$ cat src/rtl/oldland_memory.sv
// oldland_memory -- memory-access stage of the Oldland pipeline.
//
// Takes the registered load/store request from execute and runs at most one
// req/ack transaction on the data bus. Non-memory instructions pass their
// writeback fields straight through with one cycle of latency.
//
// Ports:
//   clk, rst_n                  clock, asynchronous active-low reset
//   mem_load, mem_store         request type from execute (store wins if both)
//   mem_width                   00 byte, 01 half, 10/11 word
//   mar, mdr                    byte address, right-justified store data
//   wr_val, wr_result, rd_sel   non-memory writeback fields
//   d_addr, d_bytesel,          data bus request, held stable while
//   d_wr_val, d_wr_en, d_access d_access is high until d_ack
//   d_ack, d_error, d_data      bus completion strobe, error flag, read data
//   busy                        combinational stall to the pipeline
//   wb_val, wb_en, wb_rd_sel    registered writeback to the writeback stage
//   data_abort                  one-cycle fault pulse (misaligned or bus error)
//
// Handshake: d_access is a request held with all bus fields stable until the
// cycle in which d_ack is high; that cycle completes the transaction, and
// d_error is only meaningful in it. Upstream holds its inputs while busy.
module oldland_memory (
  input  logic        clk,
  input  logic        rst_n,
  input  logic        mem_load,
  input  logic        mem_store,
  input  logic [1:0]  mem_width,
  input  logic [31:0] mar,
  input  logic [31:0] mdr,
  input  logic [31:0] wr_val,
  input  logic        wr_result,
  input  logic [3:0]  rd_sel,
  output logic [31:0] d_addr,
  output logic [3:0]  d_bytesel,
  output logic [31:0] d_wr_val,
  output logic        d_wr_en,
  output logic        d_access,
  input  logic        d_ack,
  input  logic        d_error,
  input  logic [31:0] d_data,
  output logic        busy,
  output logic [31:0] wb_val,
  output logic        wb_en,
  output logic [3:0]  wb_rd_sel,
  output logic        data_abort
);

  typedef enum logic {IDLE = 1'b0, ACCESS = 1'b1} state_t;

  // Kept as a named enum so checkers can bind to the current state directly.
  state_t      state;
  logic [3:0]  lat_rd;
  logic        lat_wr_result;
  logic [1:0]  lat_off;
  logic [1:0]  lat_width;

  logic        mem_req;
  logic        aligned;
  logic [3:0]  bytesel_next;
  logic [31:0] wr_data_next;
  logic [31:0] load_val;

  assign mem_req = mem_load | mem_store;

  always_comb begin
    aligned      = 1'b1;
    bytesel_next = 4'b1111;
    wr_data_next = mdr;
    unique case (mem_width)
      2'b00: begin
        aligned      = 1'b1;
        bytesel_next = 4'b0001 << mar[1:0];
        wr_data_next = {4{mdr[7:0]}};
      end
      2'b01: begin
        aligned      = ~mar[0];
        bytesel_next = mar[1] ? 4'b1100 : 4'b0011;
        wr_data_next = {2{mdr[15:0]}};
      end
      default: begin
        aligned      = (mar[1:0] == 2'b00);
        bytesel_next = 4'b1111;
        wr_data_next = mdr;
      end
    endcase
  end

  // Load data is zero-extended from the lanes selected by the latched offset.
  always_comb begin
    load_val = d_data;
    unique case (lat_width)
      2'b00:   load_val = {24'h0, d_data[{lat_off, 3'b000} +: 8]};
      2'b01:   load_val = lat_off[1] ? {16'h0, d_data[31:16]} : {16'h0, d_data[15:0]};
      default: load_val = d_data;
    endcase
  end

  assign busy = ((state == IDLE) & mem_req & aligned) | ((state == ACCESS) & ~d_ack);

  always_ff @(posedge clk or negedge rst_n) begin
    if (!rst_n) begin
      state         <= IDLE;
      d_addr        <= 32'h0;
      d_bytesel     <= 4'h0;
      d_wr_val      <= 32'h0;
      d_wr_en       <= 1'b0;
      d_access      <= 1'b0;
      wb_val        <= 32'h0;
      wb_en         <= 1'b0;
      wb_rd_sel     <= 4'h0;
      data_abort    <= 1'b0;
      lat_rd        <= 4'h0;
      lat_wr_result <= 1'b0;
      lat_off       <= 2'b00;
      lat_width     <= 2'b00;
    end else begin
      data_abort <= 1'b0;
      unique case (state)
        IDLE: begin
          if (!mem_req) begin
            wb_val    <= wr_val;
            wb_en     <= wr_result;
            wb_rd_sel <= rd_sel;
          end else if (aligned) begin
            state         <= ACCESS;
            d_access      <= 1'b1;
            d_addr        <= {mar[31:2], 2'b00};
            d_bytesel     <= bytesel_next;
            d_wr_en       <= mem_store;
            d_wr_val      <= wr_data_next;
            lat_rd        <= rd_sel;
            lat_wr_result <= wr_result;
            lat_off       <= mar[1:0];
            lat_width     <= mem_width;
            wb_en         <= 1'b0;
          end else begin
            data_abort <= 1'b1;
            wb_en      <= 1'b0;
          end
        end
        ACCESS: begin
          if (d_ack) begin
            state    <= IDLE;
            d_access <= 1'b0;
            if (d_error) begin
              wb_en      <= 1'b0;
              data_abort <= 1'b1;
            end else if (d_wr_en) begin
              wb_en <= 1'b0;
            end else begin
              wb_val    <= load_val;
              wb_en     <= lat_wr_result;
              wb_rd_sel <= lat_rd;
            end
          end
        end
        default: state <= IDLE;
      endcase
    end
  end

endmodule

$ cat config.mk
export PLATFORM = sky130hd
export DESIGN_NAME = oldland_memory
export DESIGN_NICKNAME = d
export VERILOG_FILES = /design/src/rtl/oldland_memory.sv
export SDC_FILE = /design/constraint.sdc
export NUM_CORES = 1
export LEC_CHECK = 0
export BUFFER_PORTS_ARGS = -buffer_cell sky130_fd_sc_hd__buf_2
export CAP_MARGIN = 20
export CORE_MARGIN = 2
export CORE_UTILIZATION = 48
export CTS_CLUSTER_SIZE = 8
export DETAILED_ROUTE_END_ITERATION = 12
export MAX_ROUTING_LAYER = met4
export PLACE_DENSITY = 0.9
export SLEW_MARGIN = 20
export SYNTH_ARGS = -nofsm -noshare
export SYNTH_HDL_FRONTEND = slang
export SYNTH_SLANG_ARGS = --single-unit
export TNS_END_PERCENT = 20
$ cat constraint.sdc
create_clock -name clk -period 2.3 [get_ports clk]
set_clock_uncertainty 0.1 [all_clocks]
set_input_delay 0.23 -clock clk [delete_from_list [all_inputs] [get_ports clk]]
set_output_delay 0.23 -clock clk [all_outputs]
set_load 0.01 [all_outputs]
==> impl_metrics.env, run 1 <==
export IMPL_combPwrFrac=0.336
export IMPL_grt_pass1_wl_mm=28.2
export IMPL_synth_adder_area_share=0
export IMPL_antenna_left=0
export IMPL_netSwitchingFraction=0.324
export IMPL_globalRouteOverflowTotal=0
export IMPL_gp_congestion=0.888
export IMPL_synth_top_area_frac=0.497
export IMPL_path_clk_slew_ps=50
export IMPL_vias_per_cell=5.75
export IMPL_synth_compound_area_frac=0.131
export IMPL_cts_buffer_depth=2
export IMPL_antenna_found_initial=1
export IMPL_tightest_slew_ps=631
export IMPL_grt_usage=0.295
export IMPL_cts_sinks=116
export IMPL_grt_max_degree=50
export IMPL_postCtsResizedCells=0
export IMPL_synth_xor_area_share=0
export IMPL_worstSetupPathType="reg2out"
export IMPL_clk_latency_ps=410
export IMPL_wl_mm=18.6
export IMPL_max_cap_violations=0
export IMPL_synthTopCellsByArea="dfrtp_1, mux2_4, mux2_2, a21oi_1, mux2i_1"
export IMPL_clock_tree_htree_level_count=4
export IMPL_wire_per_inst_um=20.4
export IMPL_placedInstanceArea_sq_um=7150
export IMPL_die_width_um=114
export IMPL_intPower_mw=5.94
export IMPL_drv_slew=0
export IMPL_worst_path_max_fanout=44
export IMPL_syn2layout_area_growth_pct=40.2
export IMPL_port_buffers=247
export IMPL_drc=0
export IMPL_drt_pass1_iterations=7
export IMPL_crit_path_start_kind="flop"
export IMPL_relSlewSlack=0.579
export IMPL_start_util=0.488
export IMPL_vias=5231
export IMPL_die_y_um=114
export IMPL_ir_drop_v=0.000614
export IMPL_synth_commonest_cells="dfrtp_1, mux2_2, mux2_4"
export IMPL_drtIter0Drc=745
export IMPL_layout_drive_gt1_share=0.521
export IMPL_avgSynthCellArea_sq_um=12.4
export IMPL_hold_class="in2reg"
export IMPL_p_per_area_nw_per_um2=1070
export IMPL_p_total_mw=8.79
export IMPL_synth_top_family_by_area="multiplexers"
export IMPL_rows=40
export IMPL_core_area_sq_um=12000
export IMPL_dp_hpwl_mm=12.2
export IMPL_synth_most_common_cell="dfrtp_1"
export IMPL_cts_setup_buffers=0
export IMPL_clock_root_buffer="clkbuf_16"
export IMPL_synth_seq_cells=116
export IMPL_status="complete, no violations"
export IMPL_hold_slack_ps=22.1
export IMPL_fin_crit_sh=0.944
export IMPL_arrival_ps=1840
export IMPL_cts_tree="yes"
export IMPL_cts_buffers=17
export IMPL_yosys_most_used_dff="dfrtp_1"
export IMPL_async_flop_share=1.00
export IMPL_rsz0062_at_grt="false"
export IMPL_worst_slack_ps=128
export IMPL_die_area_sq_um=13100
export IMPL_synth_area_mux_share=0.239
export IMPL_syn_area_sq_um=5840
export IMPL_clkPwrFrac=0.298
export IMPL_hold_viol_final=0
export IMPL_synth_seq_area_share=0.497
export IMPL_fmax_mhz=460
export IMPL_p_sw_mw=2.85
export IMPL_synth_area_leader_cell="dfrtp_1"
export IMPL_nets=891
export IMPL_yosys_area_share_simple=0.0815
export IMPL_setup_tns_ps=0
export IMPL_grt_pass1_vias=5378
export IMPL_synth_enable_flop_cells=0
export IMPL_final_cell_area_sq_um=8180
export IMPL_ys_types=46
export IMPL_timing_critical_path_required_ps=1970
export IMPL_setup_viol=0
export IMPL_cts_hold_buf=44
export IMPL_ys_warnings_count=0
export IMPL_syn_inst=470
export IMPL_pwr_share_seq=0.366
export IMPL_boundaryPins=250
export IMPL_pre_cts_slack_ps=431
export IMPL_leakage_nw=3.97
export IMPL_cp_end_kind="output port"
export IMPL_fin_crit_ps=2170
-- metrics by stage --
stage	util	instances
floorplan	-	471
CTS	0.684	909
global placement	0.598	834
detailed placement	0.598	834
global route	0.684	910
finish	0.684	910
-- critical path, stage by stage, from the launching register on --
cell	delay, ps
dfrtp_1	490
o21ba_1	230
o21ai_4	90
buf_12	310
o21ai_0	130
buf_2	160
-- final timing paths --
kind                                                end  cells after the start                    from  slack (ps)
worst max-delay path                               busy                      5         state$_DFF_PN0_         130
worst min-delay path            d_wr_val[3]$_DFFE_PN0P_                      2                  mdr[3]          20
worst max register to register    wb_val[3]$_DFFE_PN0P_                      3  lat_off[1]$_DFFE_PN0P_         390
worst min register to register     d_access$_DFFE_PN0P_                      2    d_access$_DFFE_PN0P_         390
max in group asynchronous        d_addr[20]$_DFFE_PN0P_                      3                   rst_n        1280
min in group asynchronous        wb_val[17]$_DFFE_PN0P_                      2                   rst_n         230
-- state kept, by name (all words and copies together) (netlist names) --
register,count
d_addr,30
d_wr_en,1
lat_wr_result,1
d_wr_val,32
wb_en,1
d_bytesel,4
state,1
lat_width,2
lat_off,2
wb_rd_sel,4
lat_rd,4
d_access,1
wb_val,32
data_abort,1
-- placed cells by master (no fill, tap or decap), types with 8 or more instances in the layout --
master,synthesis,routed
a211o_1,8,8
a21oi_1,29,29
a221oi_1,8,8
a222oi_1,8,8
a22oi_1,18,18
a31oi_1,11,11
buf_2,19,246
buf_4,8,13
clkbuf_16,0,17
dfrtp_1,116,116
dlygate4sd3_1,0,44
mux2_2,49,49
mux2_4,47,47
mux2i_1,14,14
nand2_1,13,13
nand2b_1,8,8
nor2_1,10,10
nor3_1,28,28
o21ai_0,11,11
o31ai_1,8,8
or4_1,8,8
-- per-layer routing --
metal | share of wire | vias to the layer above | global-route usage
met3 | 0.080 | 55 | 0.0678
met1 | 0.38 | 2494 | 0.331
met5 | 0 | - | -
li1 | - | 2331 | -
met2 | 0.50 | 351 | 0.487
met4 | 0.042 | 0 | 0.166
-- layout make-up --
| type | instances | area (sq um) |
|---|---|---|
| antenna | 1 | 2.50 |
| multi-input combinational | 306 | 2670 |
| tap | 147 | 184 |
| clock inverter | 10 | 105 |
| timing repair buffer | 306 | 1830 |
| sequential | 116 | 2900 |
| fill | 826 | 3780 |
| clock buffer | 21 | 480 |
| inverter | 3 | 11.3 |
-- cells by family (layout without fill, tap and decap cells) --
logic type	Yosys count	after routing
muxes	110	110
other	1	3
and+or+nand+nor	84	84
DFF	116	116
AOI/OAI and AO/OA	110	110
buffers and inverters	49	340
-- power by group through the flow --
stage	logic (mW)	registers, mW	clock network (mW)
after floorplan	1.49	3.41	0
after global placement	2.79	3.19	0
after CTS	2.93	3.20	2.66
final	2.95	3.22	2.62
after detailed placement	2.87	3.21	0
after global routing	3.18	3.29	2.74
Note: power is estimated with default switching activity, not from simulation.
==> run 2, diff against run 1 <==
--- a/config.mk
+++ b/config.mk
@@ -5,6 +5,7 @@
 export SDC_FILE = /design/constraint.sdc
 export NUM_CORES = 1
 export LEC_CHECK = 0
+export ABC_AREA = 1
 export BUFFER_PORTS_ARGS = -buffer_cell sky130_fd_sc_hd__buf_2
 export CAP_MARGIN = 20
 export CORE_MARGIN = 2
@@ -12,7 +13,7 @@
 export CTS_CLUSTER_SIZE = 8
 export DETAILED_ROUTE_END_ITERATION = 12
 export MAX_ROUTING_LAYER = met4
-export PLACE_DENSITY = 0.9
+export PLACE_DENSITY = 0.91
 export SLEW_MARGIN = 20
 export SYNTH_ARGS = -nofsm -noshare
 export SYNTH_HDL_FRONTEND = slang
==> run 2 against run 1 <==
Global-route usage up 3.4 points. Register-to-register slack got worse by 220 ps. Synthesized cell count is 74% higher. Critical path type is now reg2reg. Largest cell class unchanged. Cell count is 38% higher. Flip-flop and latch count did not move. First-iteration DRC count down 15%.
==> impl_metrics.env, run 2 <==
export IMPL_synthTopCellsByArea="dfrtp_1, nand2_1, nand3_1, o21ai_0, buf_2"
export IMPL_rows=40
export IMPL_n_antenna_cell=0
export IMPL_dp_hpwl_mm=12.7
export IMPL_intPower_mw=5.33
export IMPL_placedInstanceArea_sq_um=7080
export IMPL_path_cells="buf_4 -> inv_2 -> buf_4 -> nor3_2 -> nand2_1 -> nand2_1 -> nand2_1 -> nand2_1"
export IMPL_clkPwrFrac=0.307
export IMPL_final_fill_count=960
export IMPL_worstSetupPathType="reg2reg"
export IMPL_hold_depth=3
export IMPL_final_cell_area_sq_um=8080
export IMPL_arrival_ps=2380
export IMPL_cts_sinks=116
export IMPL_r2r_end="wb_val[8]$_DFFE_PN0P_"
export IMPL_tightest_slew_ps=1040
export IMPL_vias=6591
export IMPL_worst_r2r_setup_slack_ps=170
export IMPL_setup_tns_ps=0
export IMPL_p_per_area_nw_per_um2=1030
export IMPL_busiest_layer="met2"
export IMPL_antenna_left=0
export IMPL_netSwitchingFraction=0.358
export IMPL_timing_critical_path_required_ps=2550
export IMPL_relSlewSlack=0.306
export IMPL_hold_class="in2reg"
export IMPL_layout_drive_gt1_share=0.278
export IMPL_clock_tree_htree_level_count=4
export IMPL_ff2ff_path_depth=8
export IMPL_grt_usage=0.329
export IMPL_wire_per_inst_um=16.1
export IMPL_mostFrequentLayoutCells="nand2_1, buf_2, dfrtp_1"
export IMPL_rsz0062_at_grt="false"
export IMPL_p_sw_mw=2.97
export IMPL_synth_commonest_cells="nand2_1, dfrtp_1, nand3_1"
export IMPL_nets=1238
export IMPL_min_to="lat_rd[1]$_DFFE_PN0P_"
export IMPL_cts_buffers=17
export IMPL_clk_latency_ps=420
export IMPL_antenna_found_initial=0
export IMPL_gr_usage_met1=0.402
export IMPL_cts_buffer_depth=2
export IMPL_syn2layout_area_growth_pct=39.9
export IMPL_core_area_sq_um=11900
export IMPL_combPwrFrac=0.322
export IMPL_ir_drop_v=0.000580
export IMPL_synth_area_leader_cell="dfrtp_1"
export IMPL_clock_root_buffer="clkbuf_16"
export IMPL_wl_mm=20.3
export IMPL_synth_most_common_cell="nand2_1"
export IMPL_setup_viol=0
export IMPL_ys_warnings_count=0
export IMPL_worst_path_max_fanout=46
export IMPL_final_common_cell="nand2_1"
export IMPL_synth_top_area_frac=0.503
export IMPL_synth_enable_flop_cells=0
export IMPL_async_flop_share=1.00
export IMPL_gp_congestion=0.922
export IMPL_fin_crit_ps=2130
export IMPL_boundaryPins=250
export IMPL_cts_tree="yes"
export IMPL_fmax_mhz=470
export IMPL_worstReg2RegStart="state$_DFF_PN0_"
export IMPL_grt_pass1_wl_mm=32.3
export IMPL_syn_inst=816
export IMPL_drt_pass1_iterations=5
export IMPL_slowest_delay_ps=490
export IMPL_ys_types=23
export IMPL_syn_area_sq_um=5770
export IMPL_die_width_um=114
export IMPL_grtUsageMet3=0.0813
export IMPL_port_buffers=247
export IMPL_globalRouteOverflowTotal=0
export IMPL_hold_viol_final=0
export IMPL_drc=0
export IMPL_status="complete, no violations"
export IMPL_synth_seq_cells=116
export IMPL_start_util=0.487
export IMPL_drtIter0Drc=633
export IMPL_path_clk_slew_ps=50
export IMPL_synth_seq_area_share=0.503
export IMPL_grt_use_met2=0.531
export IMPL_vias_per_cell=5.25
export IMPL_fin_crit_sh=0.924
export IMPL_avgSynthCellArea_sq_um=7.08
export IMPL_die_y_um=114
export IMPL_grt_pass1_vias=6499
export IMPL_max_cap_violations=0
export IMPL_pwr_share_seq=0.371
export IMPL_grt_max_degree=47
export IMPL_die_area_sq_um=12900
export IMPL_drv_slew=0
export IMPL_postCtsResizedCells=0
export IMPL_crit_top_cell="nand2_1"
export IMPL_crit_slowest_cell="nor3_2"
export IMPL_leakage_nw=4.80
export IMPL_reg_largest_list="d_wr_val x32, wb_val x32, d_addr x30"
export IMPL_hold_start="rd_sel[1]"
export IMPL_yosys_most_used_dff="dfrtp_1"
export IMPL_cp_end_kind="flop"
export IMPL_crit_path_start_kind="flop"
-- run 2: changes by cell type in the layout (fill, tap and decap cells not counted), sizes merged, moves of 11 or more --
cell / delta
nor2: +16
inv: +21
mux2: -96
a21oi: -21
nor3: -28
nand2: +507
mux2i: -14
a22oi: -18
a31oi: -11
o21ai: +13
nand3: +44
-- run 2: layer usage --
| layer | share of wire | vias up |
|---|---|---|
| li1 | - | 3049 |
| met5 | 0 | - |
| met3 | 0.10 | 86 |
| met1 | 0.38 | 2994 |
| met2 | 0.48 | 462 |
| met4 | 0.036 | 0 |
-- run 2: what timing repair did --
action | in CTS | in global routing
endpoints found under the hold margin | 77 | 0
hold buffers | 43 | 0
setup buffers | 0 | 0
endpoints found under the setup margin | 0 | 26
-- run 2: final cells by class --
class	count	area [sq um]	share of cell area
Timing Repair Buffer	305	1810	0.224
Sequential cell	116	2900	0.359
Clock buffer	20	457	0.0565
Multi-Input combinational cell	633	2530	0.313
Clock inverter	11	110	0.0136
Inverter	24	90.1	0.0111
Tap cell	147	184	0.0228
-- run 2: worst max path at each step --
stage                     from  slack [ps]                endpoint
2_1_floorplan  state$_DFF_PN0_         860                    busy
3_3_place_gp   state$_DFF_PN0_         210  d_addr[15]$_DFFE_PN0P_
3_5_place_dp   state$_DFF_PN0_         180  d_addr[30]$_DFFE_PN0P_
4_1_cts              mem_store          70  d_addr[12]$_DFFE_PN0P_
5_1_grt        state$_DFF_PN0_          40  wb_val[13]$_DFFE_PN0P_
6_report       state$_DFF_PN0_         170   wb_val[8]$_DFFE_PN0P_
-- run 2: metrics by stage --
stage | utilization | worst slack (ps) | std cells | hold WS [ps] | total power [mW]
detailed placement | 0.597 | 179 | 1181 | 151 | 5.62
global placement | 0.597 | 214 | 1181 | 145 | 5.55
floorplan | - | 859 | 817 | -166 | 4.50
global route | 0.681 | 41.7 | 1256 | 5.35 | 8.81
CTS | 0.681 | 72.9 | 1255 | 0.269 | 8.25
finish | 0.681 | 174 | 1256 | 4.07 | 8.31
-- run 2: kinds of logic after synthesis --
kind of cell / share of synthesized area
compound gates: 0.0325
buf+inv: 0.0613
flops: 0.503
other cells: 0.000649
simple gates: 0.403
-- run 2: worst max-delay path, delay by kind of cell, from the launching register on --
family / cells / cell delay, ps
buf+inv: 3 / 750
flops: 1 / 390
simple gates: 5 / 820
-- run 2: power groups by stage --
stage	clock (mW)	sequential [mW]	combinational (mW)
2_1_floorplan	0	3.32	1.18
3_3_place_gp	0	3.07	2.49
3_5_place_dp	0	3.06	2.56
4_1_cts	2.57	3.06	2.63
5_1_grt	2.69	3.15	2.97
6_report	2.55	3.08	2.67
